===== src/rtl/pc_unit.sv =====
// Program-counter unit: holds the fetch address and selects the next PC from the
// sequential, branch, jump, call and return sources. Includes a circular return-address stack.
module pc_unit #(
    parameter int unsigned      WIDTH        = 16,
    parameter logic [WIDTH-1:0] RESET_VECTOR = '0,
    parameter int unsigned      STEP         = 2,
    parameter int unsigned      RAS_DEPTH    = 4
) (
    input  logic             clk,
    input  logic             rst,
    input  logic             en,
    input  logic             branch_taken,
    input  logic [WIDTH-1:0] branch_target,
    input  logic             jump,
    input  logic             call,
    input  logic [WIDTH-1:0] jump_target,
    input  logic             ret,
    output logic [WIDTH-1:0] pc_out,
    output logic [WIDTH-1:0] pc_plus,
    output logic             ras_empty,
    output logic             ras_full,
    output logic             ras_overflow,
    output logic             ras_underflow
);

    localparam int unsigned      PW       = $clog2(RAS_DEPTH);
    localparam int unsigned      CW       = $clog2(RAS_DEPTH + 1);
    localparam logic [WIDTH-1:0] StepInc  = WIDTH'(STEP);
    localparam logic [CW-1:0]    CountMax = CW'(RAS_DEPTH);

    logic [WIDTH-1:0] pc_q, pc_d;
    logic [PW-1:0]    top_q, top_d;
    logic [CW-1:0]    count_q, count_d;
    logic             ovf_q, ovf_d;
    logic             unf_q, unf_d;
    logic             push;
    logic [WIDTH-1:0] ras_q [RAS_DEPTH];

    assign pc_plus       = pc_q + StepInc;
    assign pc_out        = pc_q;
    assign ras_empty     = (count_q == '0);
    assign ras_full      = (count_q == CountMax);
    assign ras_overflow  = ovf_q;
    assign ras_underflow = unf_q;

    always_comb begin
        pc_d    = pc_q;
        top_d   = top_q;
        count_d = count_q;
        ovf_d   = ovf_q;
        unf_d   = unf_q;
        push    = 1'b0;
        if (en) begin
            if (ret) begin
                if (!ras_empty) begin
                    pc_d    = ras_q[top_q];
                    top_d   = top_q - PW'(1);
                    count_d = count_q - CW'(1);
                end else begin
                    pc_d  = pc_plus;
                    unf_d = 1'b1;
                end
            end else if (call) begin
                pc_d  = jump_target;
                push  = 1'b1;
                top_d = top_q + PW'(1);
                // When full the pointer wraps onto the oldest entry, which is overwritten.
                if (ras_full) begin
                    ovf_d = 1'b1;
                end else begin
                    count_d = count_q + CW'(1);
                end
            end else if (jump) begin
                pc_d = jump_target;
            end else if (branch_taken) begin
                pc_d = branch_target;
            end else begin
                pc_d = pc_plus;
            end
        end
    end

    always_ff @(posedge clk) begin
        if (rst) begin
            pc_q    <= RESET_VECTOR;
            top_q   <= '0;
            count_q <= '0;
            ovf_q   <= 1'b0;
            unf_q   <= 1'b0;
        end else begin
            pc_q    <= pc_d;
            top_q   <= top_d;
            count_q <= count_d;
            ovf_q   <= ovf_d;
            unf_q   <= unf_d;
        end
    end

    // Entries need no reset; the count decides which are valid.
    always_ff @(posedge clk) begin
        if (!rst && push) begin
            ras_q[top_d] <= pc_plus;
        end
    end

endmodule

===== config.mk =====
export PLATFORM = sky130hd
export DESIGN_NAME = pc_unit
export DESIGN_NICKNAME = d
export VERILOG_FILES = /design/src/rtl/pc_unit.sv
export SDC_FILE = /design/constraint.sdc
export NUM_CORES = 1
export LEC_CHECK = 0
export BUFFER_PORTS_ARGS = -buffer_cell sky130_fd_sc_hd__buf_2
export CAP_MARGIN = 20
export CORE_ASPECT_RATIO = 1.4
export CORE_MARGIN = 8
export CORE_UTILIZATION = 45
export DETAILED_ROUTE_END_ITERATION = 16
export GPL_TIMING_DRIVEN = 0
export HOLD_SLACK_MARGIN = 0.03
export PLACE_DENSITY = 0.66
export SYNTH_ARGS = -nofsm -noshare
export SYNTH_HDL_FRONTEND = slang
export SYNTH_SLANG_ARGS = --single-unit

===== constraint.sdc =====
create_clock -name clk -period 4.45 [get_ports clk]
set_clock_uncertainty 0.05 [all_clocks]
set_input_delay 0.445 -clock clk [delete_from_list [all_inputs] [get_ports clk]]
set_output_delay 0.445 -clock clk [all_outputs]
set_load 0.01 [all_outputs]

After elaboration in Yosys (flattened, before gate mapping)
Memories as Yosys holds them, arrays and structs flattened. A register that Yosys moved wholly into a read port is not among the register bits. Cells that the tools add are included.

Reduce and logical (&&, ||, !) cells: 7. Muxes and demuxes: 19. $add $sub $neg: 5. Bitwise logic cells: 1. Equality and inequality tests: 3.

Operator list (number): $mux 16 (5); $add 16x2->16 const B (1); $mux 3 (4); $mux 2 (5); $reduce_and 4->1 (2); $mux 1 (5); $ne 2x2->1 const B (2); $add 3x1->3 const B (1); $eq 3x3->1 const B (1); $logic_not 3->1 (1); $reduce_and 3->1 (1); $sub 3x1->3 const B (1); $add 2x1->2 const B (1); $reduce_bool 2->1 (1); $sub 2x1->2 const B (1); $logic_and 1x1->1 (1); $logic_not 1->1 (1); $not 1->1 (1).

Flip-flop bits (word level): 23. Memories: 1. RAM bits: 64. Logic and storage cells: 41.

Memories: ras_q (words 4, bits a word 16, read ports 1, clocked after Yosys merged registers in 1, write ports 1, line 37) `logic [WIDTH-1:0] ras_q [RAS_DEPTH];`.

Longest topological paths before layout
Gate-level depths: netlist of the first run.

Depth in word-level cells: 6. Mapped depth: 8. Gate-level depth less buffers: 6.

Worst setup path after synthesis of the first run
Ideal clock, no wire load.

Path type: input-to-reg. From: input port ret. To: memory ras_q[3][0], enable pin. Path slack: 0.993 ns. Library setup time: 0.430 ns. Arrival time: 2.977 ns. Stages: 6. Buffers on the path: 1. Cells stage by stage: clkbuf_1 -> inv_1 -> o31ai_1 -> nand2_1 -> xor2_1 -> nor4_1.

Cells in the longest elaborated chain, start to end: 5. Elaborated cells between the ends (all ways): 7. Classes of those cells: mux (6); reduce/logical (1).

RTL lines: from (decl) (line 17) `input logic ret,`; $mux 1 (line 54) `if (ret) begin`; $mux 1 (line 53) `if (en) begin`; $logic_and 1x1->1 (line 101) `if (!rst && push) begin`; $mux 1 (line 101); $mux 1 (not written as such) (line 102) `ras_q[top_d] <= pc_plus;`; to (decl) (line 37).

Parallel ways exist; a longest one is shown, timed or not.

Worst setup path in the final report of the first run
From: register count_q[0]. To: memory ras_q[3][12], enable pin.

Cells in the longest elaborated chain, start to end: 4.

RTL lines: from (decl) (line 33) `logic [CW-1:0] count_q, count_d;`; from (signal assigned) (line 93) `count_q <= count_d;`; $logic_not 3->1 (line 41) `assign ras_empty = (count_q == '0);`; $mux 2 (line 55) `if (!ras_empty) begin`; $mux 2 (line 54); $mux 2 (line 53).

Every way passes these cells.

==> results.txt, run 1 <==
The flow ran to the end, and the final reports show no timing, DRC or antenna violations. The run gives 303 µV as the largest voltage drop on the vdd net. sky130_fd_sc_hd__edfxtp_1 takes more of the synthesized area than any other cell. Start-to-end type of the worst setup path: flop to flop. The routed design could run at a clock period as short as 3250 ps. The H-tree level count was 3. Setup repair after global routing left no endpoint under its margin. For the post-layout instance count excluding filler cells, the log shows 580.

The proportion of netlist area held by the largest area contributor was 0.448; the transition time at the pin with the least slew margin was 924 ps. Counting every sink on the clock net gives 87. Sorting the synthesized cells by area gives the leading types as sky130_fd_sc_hd__edfxtp_1 45%, sky130_fd_sc_hd__dfxtp_1 11%, sky130_fd_sc_hd__mux4_2 8.4%. The period utilization was 0.731. In the synthesized netlist the dominant register cell turns out to be sky130_fd_sc_hd__edfxtp_1. The data required time of the critical path is 4450 ps.

The min-delay analysis places its worst path in the category primary input to flop. After floorplanning, the core was sized to cover 9350 µm². Setup total negative slack on the finished layout was measured at 0 ps. The later pin in the worst-skew pair is clocked with a latency of 340 ps. Compared with the post-synthesis result, the final layout area differs by 20.5%. Buffer levels on the longest clock path: 2. The critical path data arrival time was 3250 ps. In this run, post-CTS hold repair placed 0 buffers.

The count of buffers added on input and output ports is 73. The net count of the finished layout is 506. The run gives 0.190 as the total routing usage reported by global routing. The tools report the die area as 13,000 µm².

Max-cap violations in this run came to 0. The worst slew margin relative to its limit is 0.383, and the global placer's final weighted congestion is 0.870. The ratio of routed vias to standard cells is 5.98, and the leakage power figure is 1.93 nW. Vias after detailed routing: 3,468. By count the netlist is led by 64 x sky130_fd_sc_hd__edfxtp_1, 37 x sky130_fd_sc_hd__nand2_1, 26 x sky130_fd_sc_hd__a21oi_1.

Of all nets on the critical path, the largest fanout is 10. The initial core utilization was 0.458. The cell sitting at the root of the clock tree is a sky130_fd_sc_hd__clkbuf_16. After detailed routing, the total wire length is 12,000 µm. Before antenna repair, the detailed router went through 5 iterations.

The row count is 42, and the number of top-level pins is 75. The post-route antenna net violation count is 0, and the total power consumption of the routed design is 0.00210 W. The dominant combinational cell family by area after synthesis was simple AND/OR/NAND/NOR gates. TritonCTS created 9 clock buffers. The area fraction in and, or, nand and nor cells after synthesis works out to 0.136. The tightest hold path in the finished design has a slack of 360 ps.

Yosys mapped a number of flops with a built-in enable equal to 64. After synthesis, the mean cell area works out to 11.4 µm². The mux share of post-synthesis cell area is 0.0864. The share of the synthesized area in compound gates (AO/OA/AOI/OAI) is 0.136, and the estimated wirelength of the detail-placed design is 8810 µm. The worst setup path is captured at a flop. By instance count, the leading cell after synthesis is sky130_fd_sc_hd__edfxtp_1. Counting the fill cells in the layout gives 828.

The cell area power density was 407 nW/µm²; the pin count of the biggest net entering global routing was 17. The number of global-route vias before repair was 3,547. The post-synth net total was 418. The logs give 4290 µm² for the area of the mapped netlist and 0 for the initial antenna violation count. The critical path launch point type is a flop.

Clock-pin slew was measured on the worst setup and hold paths at 70 ps. In this run the horizontal extent of the chip is 98.5 µm. The die span in y is 132 µm, and the post-cts gate resize count is 0. The XOR/XNOR share of the synthesized area is 0.0306, and the timing-limited maximum frequency is 308 MHz. Counting every instance in the synthesized netlist gives 377. The total DRC errors in the routed layout is 0, and the post-CTS setup buffer count is 0. The run gives 0 as the number of hold violations in the final report. The number of antenna diodes is 0.

TritonCTS built the clock tree. The netlist uses 57 different library cells. For the setup-violating endpoint count in the final report, the log shows 0. The max-slew violation count is 0.

The ratio of cells with drive above 1 in the final layout came out at 0.279. The adder and majority gate portion of the synthesized area is 0.00759. For this run the aggregate overflow at the end of global routing stands at 0. The share of async-settable or async-resettable flops after synthesis works out to 0.

The first global-routing pass estimated 19,100 µm of wire. The cell total after placement was 564; the count of yosys warnings during synthesis was 0. Dividing the detail-routed wire length by the instance count gives 20.8 µm.

The count of state elements after synthesis works out to 87. The sequential-to-total area share from yosys stat was 0.556; the violation count after the first detailed-routing iteration was 197.
-- report_power, final --
part	switching, W	leakage, nW	internal, W	total [W]
clock	0.000321	0.153	0.000494	0.000815
combinational	0.000217	1.00	0.000135	0.000352
sequential	0.0000289	0.775	0.000906	0.000935
-- through the flow --
stage          setup WS (ps)  utilization  cell area [µm²]
4_1_cts                 1190        0.552             5170
5_1_grt                 1050        0.552             5170
2_1_floorplan            993            -             4290
6_report                1200        0.552             5170
3_5_place_dp            1240        0.518             4850
3_3_place_gp            -588        0.512             4790
-- area by class of cell --
| class | instances | area, µm² | area share |
|---|---|---|---|
| well taps | 110 | 138 | 0.0266 |
| plain buffers | 28 | 138 | 0.0266 |
| flip-flops and latches | 87 | 2380 | 0.461 |
| inverters | 18 | 67.6 | 0.0131 |
| clock inverters | 7 | 95.1 | 0.0184 |
| clock buffers | 9 | 225 | 0.0436 |
| repair buffers | 77 | 403 | 0.0780 |
| multi-input cells | 244 | 1720 | 0.333 |
-- worst max-delay path: stages (launching register included) --
cell	delay (ps)
sky130_fd_sc_hd__dfxtp_1	390
sky130_fd_sc_hd__or3_1	120
sky130_fd_sc_hd__buf_2	260
sky130_fd_sc_hd__clkinv_1	370
sky130_fd_sc_hd__o31ai_1	320
sky130_fd_sc_hd__nand2_1	150
sky130_fd_sc_hd__xor2_1	230
sky130_fd_sc_hd__nor4_2	790
sky130_fd_sc_hd__buf_4	280
-- placed cells by master (no fill, tap or decap), drive strengths merged, types with 4 or more instances in the layout --
master and count:
nor3 4, clkbuf 22, a31oi 10, xor2 6
o21ai 20, nand2 37, nor2 23, mux4 16
o31ai 6, dfxtp 23, or3 5, a21oi 26
inv 19, edfxtp 64, nand3 16, nand2b 9
buf 92, nor4 6, xnor2 9, o22ai 6
-- per-layer routing --
layer  track usage  share of wire
met3        0.0407          0.075
met5             0              0
met2         0.321           0.50
met1         0.224           0.39
met4        0.0934          0.032
-- path summary, 6_finish.rpt --
check                           depth (start not counted)                       from  slack, ps                   endpoint
worst min register to register                          2  ras_overflow$_SDFFE_PP0P_        420  ras_overflow$_SDFFE_PP0P_
worst min-delay path                                    3             jump_target[6]        360     pc_out[6]$_SDFFE_PP0P_
worst max-delay path                                    8    count_q[0]$_SDFFE_PP0P_       1200     ras_q[3][12]$_DFFE_PP_
worst max register to register                          8    count_q[0]$_SDFFE_PP0P_       1200     ras_q[3][12]$_DFFE_PP_
-- logic make-up after synthesis --
kind of cell	Yosys count
xor+xnor	15
simple gates	117
flops	87
buf+inv	46
fa+ha+maj	2
mux	17
compound gates	93
-- flip-flops by register name, summed over array words and instances, names as in the netlist --
register	count
top_q	2
ras_overflow	1
ras_q	64
pc_out	16
ras_underflow	1
count_q	3
Power figures use the tool's default switching activity.
==> run 2, diff against run 1 <==
ABC_AREA = 1   (was default)
PLACE_DENSITY = 0.69   (was 0.66)
clock period = 2.75 ns   (was 4.45 ns; I/O delays follow)
==> run 2 against run 1 <==
Sequential power is 63% higher. Synthesized cell count grew 36%. Die area up 2.3%. Critical path depth unchanged. Non-clock buffer count shrank 7. Largest power group unchanged. Largest cell class unchanged. Register-to-register slack got worse by 970 ps. Sequential share of layout area decreased by 1.0 points. Sequential cell count is the same. Total power up 58%.
==> results.txt, run 2 <==
The synthesized area per cell is 8.62 µm². In the post-synthesis netlist, the biggest area contributors are sky130_fd_sc_hd__edfxtp_1 44%, sky130_fd_sc_hd__nand2_1 12%, sky130_fd_sc_hd__dfxtp_1 10%. The run gives 9510 µm² as the area of the core.

The library cell with the largest summed area after synthesis was sky130_fd_sc_hd__edfxtp_1. The logs give 20,400 µm for the wire length of the first global-routing pass and 0 for the total DRC errors in the routed layout. The post-CTS setup buffer count is 0, and the number of fill cells is 858. The sequential share of power is 0.456. Cell internal power was estimated by the tool at 0.00238 W. The timing-limited maximum frequency came out at 396 MHz. The tool flagged a number of max-cap violations equal to 0. Area used by multi-input combinational logic: 1760 µm². The share of the core filled with cells is 0.555, and the worst hold slack is 135 ps. Number of flip-flops in the largest register: 64. The most used flip-flop cell after synthesis was sky130_fd_sc_hd__edfxtp_1.

The run gives 367 µV as the largest voltage drop on the vdd net. The die is 133 µm tall. The share of async-settable or async-resettable flops after synthesis works out to 0.

The final critical-path required period was 2530 ps; the worst setup slack after layout was 225 ps. The combinational fraction of design power is 0.188. The row count is 42, and the ratio of routed vias to standard cells is 5.29. The die covers 13,300 µm². TritonCTS built the clock tree. The library cell used most frequently in the layout, excluding fill and tap cells, is sky130_fd_sc_hd__nand2_1. Of all nets on the critical path, the largest fanout is 10. The met1 global-route usage was 0.218.

The launching instance or port of the critical path is top_q[1]$_SDFF_PP0_. The mapped netlist covers 4400 µm². Clock root buffer master: sky130_fd_sc_hd__clkbuf_16.

The total routing usage reported by global routing is 0.197. In this run the horizontal extent of the chip is 99.6 µm. The congestion estimate from routability-driven global placement came to 0.875. The path type of the worst min-delay path was primary input to flop. Dividing the detail-routed wire length by the instance count gives 17.1 µm. The ratio of cells with drive above 1 in the final layout is 0.226, and the number of global-route vias before repair is 4,025. The vias after detailed routing was 3,881.

By count the netlist is led by 140 x sky130_fd_sc_hd__nand2_1, 64 x sky130_fd_sc_hd__edfxtp_1, 56 x sky130_fd_sc_hd__nor2_1. Met2 usage: 0.349. The period utilization was 0.918; the post-route antenna net violation count was 0. Initial antenna violation count: 0. Entering global routing, the biggest net connects 14 pins.

Summing all flip-flop and latch instances after layout gives 2380 µm². The proportion of netlist area held by the largest area contributor was 0.436; the register-to-register path setup slack was 220 ps. Estimated wirelength of the detail-placed design: 9360 µm. Switching power: 0.000951 W.

For this block, the initial DRC count from the detailed router was 233. The logs give 0 ps for the sum of negative setup slack and 4 for the first-pass iteration count of the detailed router. During synthesis, Yosys emitted a total of 0 warnings. The H-tree was split into 3 levels. The cell count after synthesis came out at 511. For the sequential-to-total area share from yosys stat, the log shows 0.541. The max-slew violation count was 0. Critical path launch point type: a flop. The count of state elements after synthesis was 87; the number of hold violations in the final report was 0. For the worst setup path, the data arrival time is 2520 ps. The worst register-to-register path ends at ras_q[3][6]$_DFFE_PP_. The run gives 0.449 as the worst slew margin relative to its limit. The number of antenna diodes in the final layout is 0. The top register by number of flip-flops is ras_q. Setup repair after global routing left no endpoint under its margin.

The number of buffers added on ports is 71, and the worst slack at placement is 157 ps. The number of top-level pins came out at 75. Global routing finished with a remaining overflow of 0. The library cell with the highest instance count after synthesis is sky130_fd_sc_hd__nand2_1. The flow ran to the end, and the final reports show no timing, DRC or antenna violations. STA classifies the critical path endpoint as a flop. The clock passes through at most 2 buffers. The global-route met3 utilization is 0.0420, and the number of enable-type register cells in the synthesized netlist is 64. At the end of the flow, the number of nets in the layout was 638. Counting the buffers created by CTS gives 9. The post-synth net total came out at 552. From synthesis to final layout, the design area changed by 19.9%. Last element of the critical path: ras_q[3][6]$_DFFE_PP_. The routing layer with the top usage in global route is met2.

The transition time at the pin with the least slew margin works out to 822 ps. Setup-violating endpoint count in the final report: 0. Clock group share of total power: 0.356. Leaving out fill and tap cells, the most frequent cells in the layout are 140 x sky130_fd_sc_hd__nand2_1, 86 x sky130_fd_sc_hd__buf_2, 64 x sky130_fd_sc_hd__edfxtp_1.

The worst setup path is of the flop to flop kind. Counting cells, the worst reg-to-reg path comes to 8. The number of sinks driven by the clock tree is 87. Dividing total power by cell area gives a power density of 630 nW/µm².

The final layout contains routed wiring with a total length of 12,600 µm. The run gives 36 as the number of distinct standard cells referenced by the synthesized netlist. The startpoint identified for the worst register-to-register timing path is top_q[1]$_SDFF_PP0_. The leakage power figure is 2.24 nW, and the switching share of total power is 0.286. At the worst endpoint, the required time is 2740 ps. After clock tree synthesis, the clock-pin slew on the worst setup and hold paths is 60 ps.

Initial core utilization: 0.463. The insertion delay of the later-clocked pin in the worst-skew pair was 340 ps.
==> run 2: changes by cell type after synthesis, moves of 11 or more <==
| cell | change |
|---|---|
| sky130_fd_sc_hd__clkbuf_1 | -11 |
| sky130_fd_sc_hd__buf_2 | +11 |
| sky130_fd_sc_hd__inv_1 | +19 |
| sky130_fd_sc_hd__nor2_1 | +33 |
| sky130_fd_sc_hd__o21ai_0 | +16 |
| sky130_fd_sc_hd__nand2_1 | +103 |
| sky130_fd_sc_hd__mux4_2 | -16 |
| sky130_fd_sc_hd__nand3_1 | +21 |
==> run 2: cell families after synthesis <==
| family | after synthesis | synth area share |
|---|---|---|
| xor gates and xnor gates | 12 | 0.0273 |
| AOI/OAI and AO/OA | 87 | 0.107 |
| and+or+nand+nor | 258 | 0.251 |
| DFF | 87 | 0.541 |
| buffers and inverters | 65 | 0.0668 |
| adders and majority gates | 2 | 0.00739 |
==> run 2: what timing repair did <==
| item | CTS | global route |
|---|---|---|
| hold buffers | 0 | 0 |
| endpoints found under the setup margin | 0 | 1 |
| gates resized for setup | 0 | 2 |
==> run 2: per-stage QoR <==
stage	instances	cell area, µm²	power (W)
after detailed placement	718	4990	0.00216
after floorplan	511	4400	0.00193
after global placement	714	4920	0.00214
final	734	5280	0.00333
after global routing	734	5280	0.00345
after CTS	734	5270	0.00333
==> run 2: final cells by class <==
type / count / area share
inverter: 42 / 0.0299
timing repair buffer: 75 / 0.0758
multi-input combinational: 359 / 0.333
buffer: 23 / 0.0258
tap: 132 / 0.0313
clock buffer: 12 / 0.0448
clock inverter: 4 / 0.00877
sequential: 87 / 0.451
==> run 2: power groups by stage <==
| stage | clock (W) | combinational (W) | sequential [W] |
|---|---|---|---|
| after floorplan | 0 | 0.000383 | 0.00155 |
| after global placement | 0 | 0.000598 | 0.00154 |
| after detailed placement | 0 | 0.000619 | 0.00154 |
| after CTS | 0.00119 | 0.000623 | 0.00152 |
| after global routing | 0.00123 | 0.000695 | 0.00152 |
| final | 0.00119 | 0.000624 | 0.00152 |
==> run 2: critical path, cell delays in order, from the launching register on <==
cell and delay [ps]:
sky130_fd_sc_hd__dfxtp_1 310, sky130_fd_sc_hd__buf_4 180, sky130_fd_sc_hd__clkinv_1 300, sky130_fd_sc_hd__o21ai_0 240, sky130_fd_sc_hd__a21oi_1 60, sky130_fd_sc_hd__nor2_1 120
sky130_fd_sc_hd__nand2_2 100, sky130_fd_sc_hd__nor3_2 610, sky130_fd_sc_hd__buf_6 250
==> run 2: metal layers <==
metal	wire [µm]	part of all wire
met5	0	0
met4	354	0.028
met3	785	0.063
met2	6500	0.52
met1	4910	0.39
==> run 2: worst min path at each step <==
stage | startpoint | to | slack [ps] | depth (start not counted)
after global routing | rst | pc_out[3]$_SDFFE_PP0P_ | 130 | 2
final | rst | pc_out[8]$_SDFFE_PP0P_ | 130 | 2
after detailed placement | ras_underflow$_SDFFE_PP0P_ | ras_underflow$_SDFFE_PP0P_ | 410 | 1
after global placement | ras_overflow$_SDFFE_PP0P_ | ras_overflow$_SDFFE_PP0P_ | 400 | 2
after CTS | rst | pc_out[3]$_SDFFE_PP0P_ | 120 | 2
after floorplan | call | ras_overflow$_SDFFE_PP0P_ | 390 | 2
==> run 3, diff against run 2 <==
ABC_AREA = default   (was 1)
PLACE_DENSITY = 0.8   (was 0.69)
==> run 3 against run 2 <==
Non-clock buffer count up 9. Worst hold slack better by 63 ps. Core utilization increased by 0.27 points. Clock-buffer cell count did not move.
==> results.txt, run 3 (synthesized netlist as in run 1, its figures left out) <==
The flow ran to the end, and the final reports show no timing, DRC or antenna violations. The tools report the wire length of the first global-routing pass as 19,700 µm. TritonCTS built the clock tree. Derived from the worst setup path, the maximum achievable clock frequency is 387 MHz.

The tools report the clock root buffer master as sky130_fd_sc_hd__clkbuf_16. Using the TritonRoute via totals, the vias-per-cell ratio works out to 6.24. The die span in y is 132 µm. The critical path data arrival time is 2260 ps, and the net total in the final layout is 508. The worst setup path is captured at an output pin. Final critical-path required period: 2580 ps. The number of global-route vias before repair came out at 3,761. The ratio of cells with drive above 1 in the final layout is 0.294. The min-delay analysis places its worst path in the category primary input to flop.

The number of antenna diodes is 0. The area of the core is 9350 µm², and the estimated wirelength of the detail-placed design is 9200 µm. The number of flip-flops in the largest register came out at 64. The tools report the largest voltage drop on the vdd net as 531 µV. The period utilization came out at 0.940.

Critical path's top delay family: simple AND/OR/NAND/NOR gates. Clock latency on the worst-skew pair, taken at its later pin, is 350 ps. In this run the worst path has a maximum fanout of 8. STA classifies the critical path startpoint as a flop.

The logs give 12,900 µm for the detailed-route wire length and 0.339 for the clock group share of total power. Max-cap violations in this run came to 0. In this design, the stage delay of the slowest critical-path cell is 520 ps. Entering global routing, the biggest net connects 15 pins. The run gives 0.458 as the initial core utilization. The cell area power density works out to 612 nW/µm². Traced cell by cell, the critical path runs through nand4_1, nor4_1, xor2_1, buf_2. Summing internal, switching and leakage power gives 0.00319 W. The tools report the combinational fraction of design power as 0.185.

Cell internal power was estimated by the tool at 0.00230 W. The run gives 166 ps as the worst setup slack after layout. The number of buffer and inverter instances along the worst setup path came out at 1. The clock-pin slew on the worst setup and hold paths is 60 ps, and the global placer's final weighted congestion is 0.912.

The number of buffers added on ports works out to 73. Switching share of total power: 0.279. The tools report the total CTS buffers as 9. The run gives 342 as the violation count after the first detailed-routing iteration. In this run the number of H-tree levels came out at 3. The area growth from synthesis to final layout was 21.7%; the max-slew violation count was 0.

In this run the core area contains 42 standard-cell rows. The top cell types in the final layout, fill and taps aside, are 77 x sky130_fd_sc_hd__buf_2, 64 x sky130_fd_sc_hd__edfxtp_1, 37 x sky130_fd_sc_hd__nand2_1. The number of top-level pins was 75; the total overflow reported by the global router was 0. Setup repair after global routing left no endpoint under its margin.

The tools report the switching power as 0.000890 W. The top register by number of flip-flops is ras_q. The clock net in this run drives a total of 87 sinks. The critical path's slowest cell was sky130_fd_sc_hd__dfxtp_1. By startpoint and endpoint, the worst setup path is classified as flop to output pin.

Adding up every negative setup slack in the final design gives 0 ps. The initial antenna violation count was 0. The die area is 13,000 µm². At the pin with the least slew margin, the transition time is 1150 ps. Dividing the detail-routed wire length by the instance count gives 22.1 µm. Across all layers, the routed design uses 3,630 vias. Width of the chip: 98.5 µm. The worst slack at placement was -328 ps.

The layout has 819 filler cells. The worst slew margin relative to its limit was 0.216. For the buffer levels on the longest clock path, the log shows 2.

The library cell used most frequently in the layout, excluding fill and tap cells, is sky130_fd_sc_hd__buf_2. For this run, design rule violations remaining after detail routing come to 0. For the post-route antenna net violation count, the log shows 0.

For this run, the detailed router's first-pass iteration total came to 5. For the setup-violating endpoint count in the final report, the log shows 0. For the sequential share of power, the log shows 0.476.

For the leakage power figure, the log shows 1.94 nW. The tools report the total routing usage reported by global routing as 0.198. Data on the critical path is required at its endpoint by 2420 ps. The number of hold violations in the final report is 0.
## run 3: cell count changes in the layout (fill, tap and decap cells not counted), moves of 7 or more
cell and delta:
sky130_fd_sc_hd__inv_1 -19, sky130_fd_sc_hd__clkbuf_1 +10, sky130_fd_sc_hd__nand3_1 -21, sky130_fd_sc_hd__nor2_1 -34, sky130_fd_sc_hd__mux4_2 +16, sky130_fd_sc_hd__nand2_1 -103, sky130_fd_sc_hd__buf_2 -9, sky130_fd_sc_hd__nand2b_1 +8
sky130_fd_sc_hd__a31oi_1 +7, sky130_fd_sc_hd__o21ai_0 -16
## run 3: layout make-up
type | instances | area, µm² | share of cell area
clock buffer | 12 | 236 | 0.0453
tap | 110 | 138 | 0.0264
timing repair buffer | 79 | 440 | 0.0844
buffer | 28 | 146 | 0.0281
clock inverter | 4 | 23.8 | 0.00456
sequential | 87 | 2380 | 0.457
multi-input combinational | 244 | 1780 | 0.341
inverter | 18 | 70.1 | 0.0134
## run 3: worst paths after layout
path	slack (ps)	depth (start not counted)	startpoint	to
hold / removal	200	3	jump_target[6]	pc_out[6]$_SDFFE_PP0P_
setup reg to reg	210	8	count_q[2]$_SDFFE_PP0P_	ras_q[1][15]$_DFFE_PP_
hold reg to reg	440	2	ras_overflow$_SDFFE_PP0P_	ras_overflow$_SDFFE_PP0P_
setup / recovery	170	4	pc_out[3]$_SDFFE_PP0P_	pc_plus[12]
## run 3: layer usage
layer | share of wire | global-route usage | routed length, µm | vias up
li1 | - | - | - | 1591
met3 | 0.10 | 0.0529 | 1310 | 49
met1 | 0.36 | 0.224 | 4610 | 1748
met2 | 0.50 | 0.322 | 6380 | 242
met5 | 0 | 0 | 0 | -
met4 | 0.044 | 0.127 | 571 | 0
## run 3: what timing repair did
| item | CTS | global route |
|---|---|---|
| resized for setup | 8 | 6 |
| pin swaps | 2 | 0 |
| setup buffers | 2 | 0 |
| endpoints found under the setup margin | 56 | 56 |
| hold buffers | 0 | 0 |
## run 3: power groups by stage
stage               sequential (W)  clock (W)  combinational (W)
floorplan                  0.00154          0           0.000352
global placement           0.00154          0           0.000546
detailed placement         0.00154          0           0.000567
CTS                        0.00151    0.00110           0.000582
global route               0.00152    0.00115           0.000635
finish                     0.00152    0.00108           0.000589
## run 3: stage by stage
step                      cells  utilization  area [µm²]  hold slack (ps)
after floorplan             377            -        4320              396
after global placement      560        0.515        4820              403
after detailed placement    564        0.522        4890              429
after CTS                   582        0.556        5200              184
after global routing        582        0.558        5220              200
final                       582        0.558        5220              197
## run 3: worst reg2reg max path, stage by stage, from the launching register on
cell and delay, ps:
sky130_fd_sc_hd__dfxtp_1 390, sky130_fd_sc_hd__or3_1 130, sky130_fd_sc_hd__buf_2 290, sky130_fd_sc_hd__inv_4 130
sky130_fd_sc_hd__o31ai_1 220, sky130_fd_sc_hd__nand2_1 150, sky130_fd_sc_hd__xnor2_1 280, sky130_fd_sc_hd__nor4_4 390
sky130_fd_sc_hd__buf_4 230
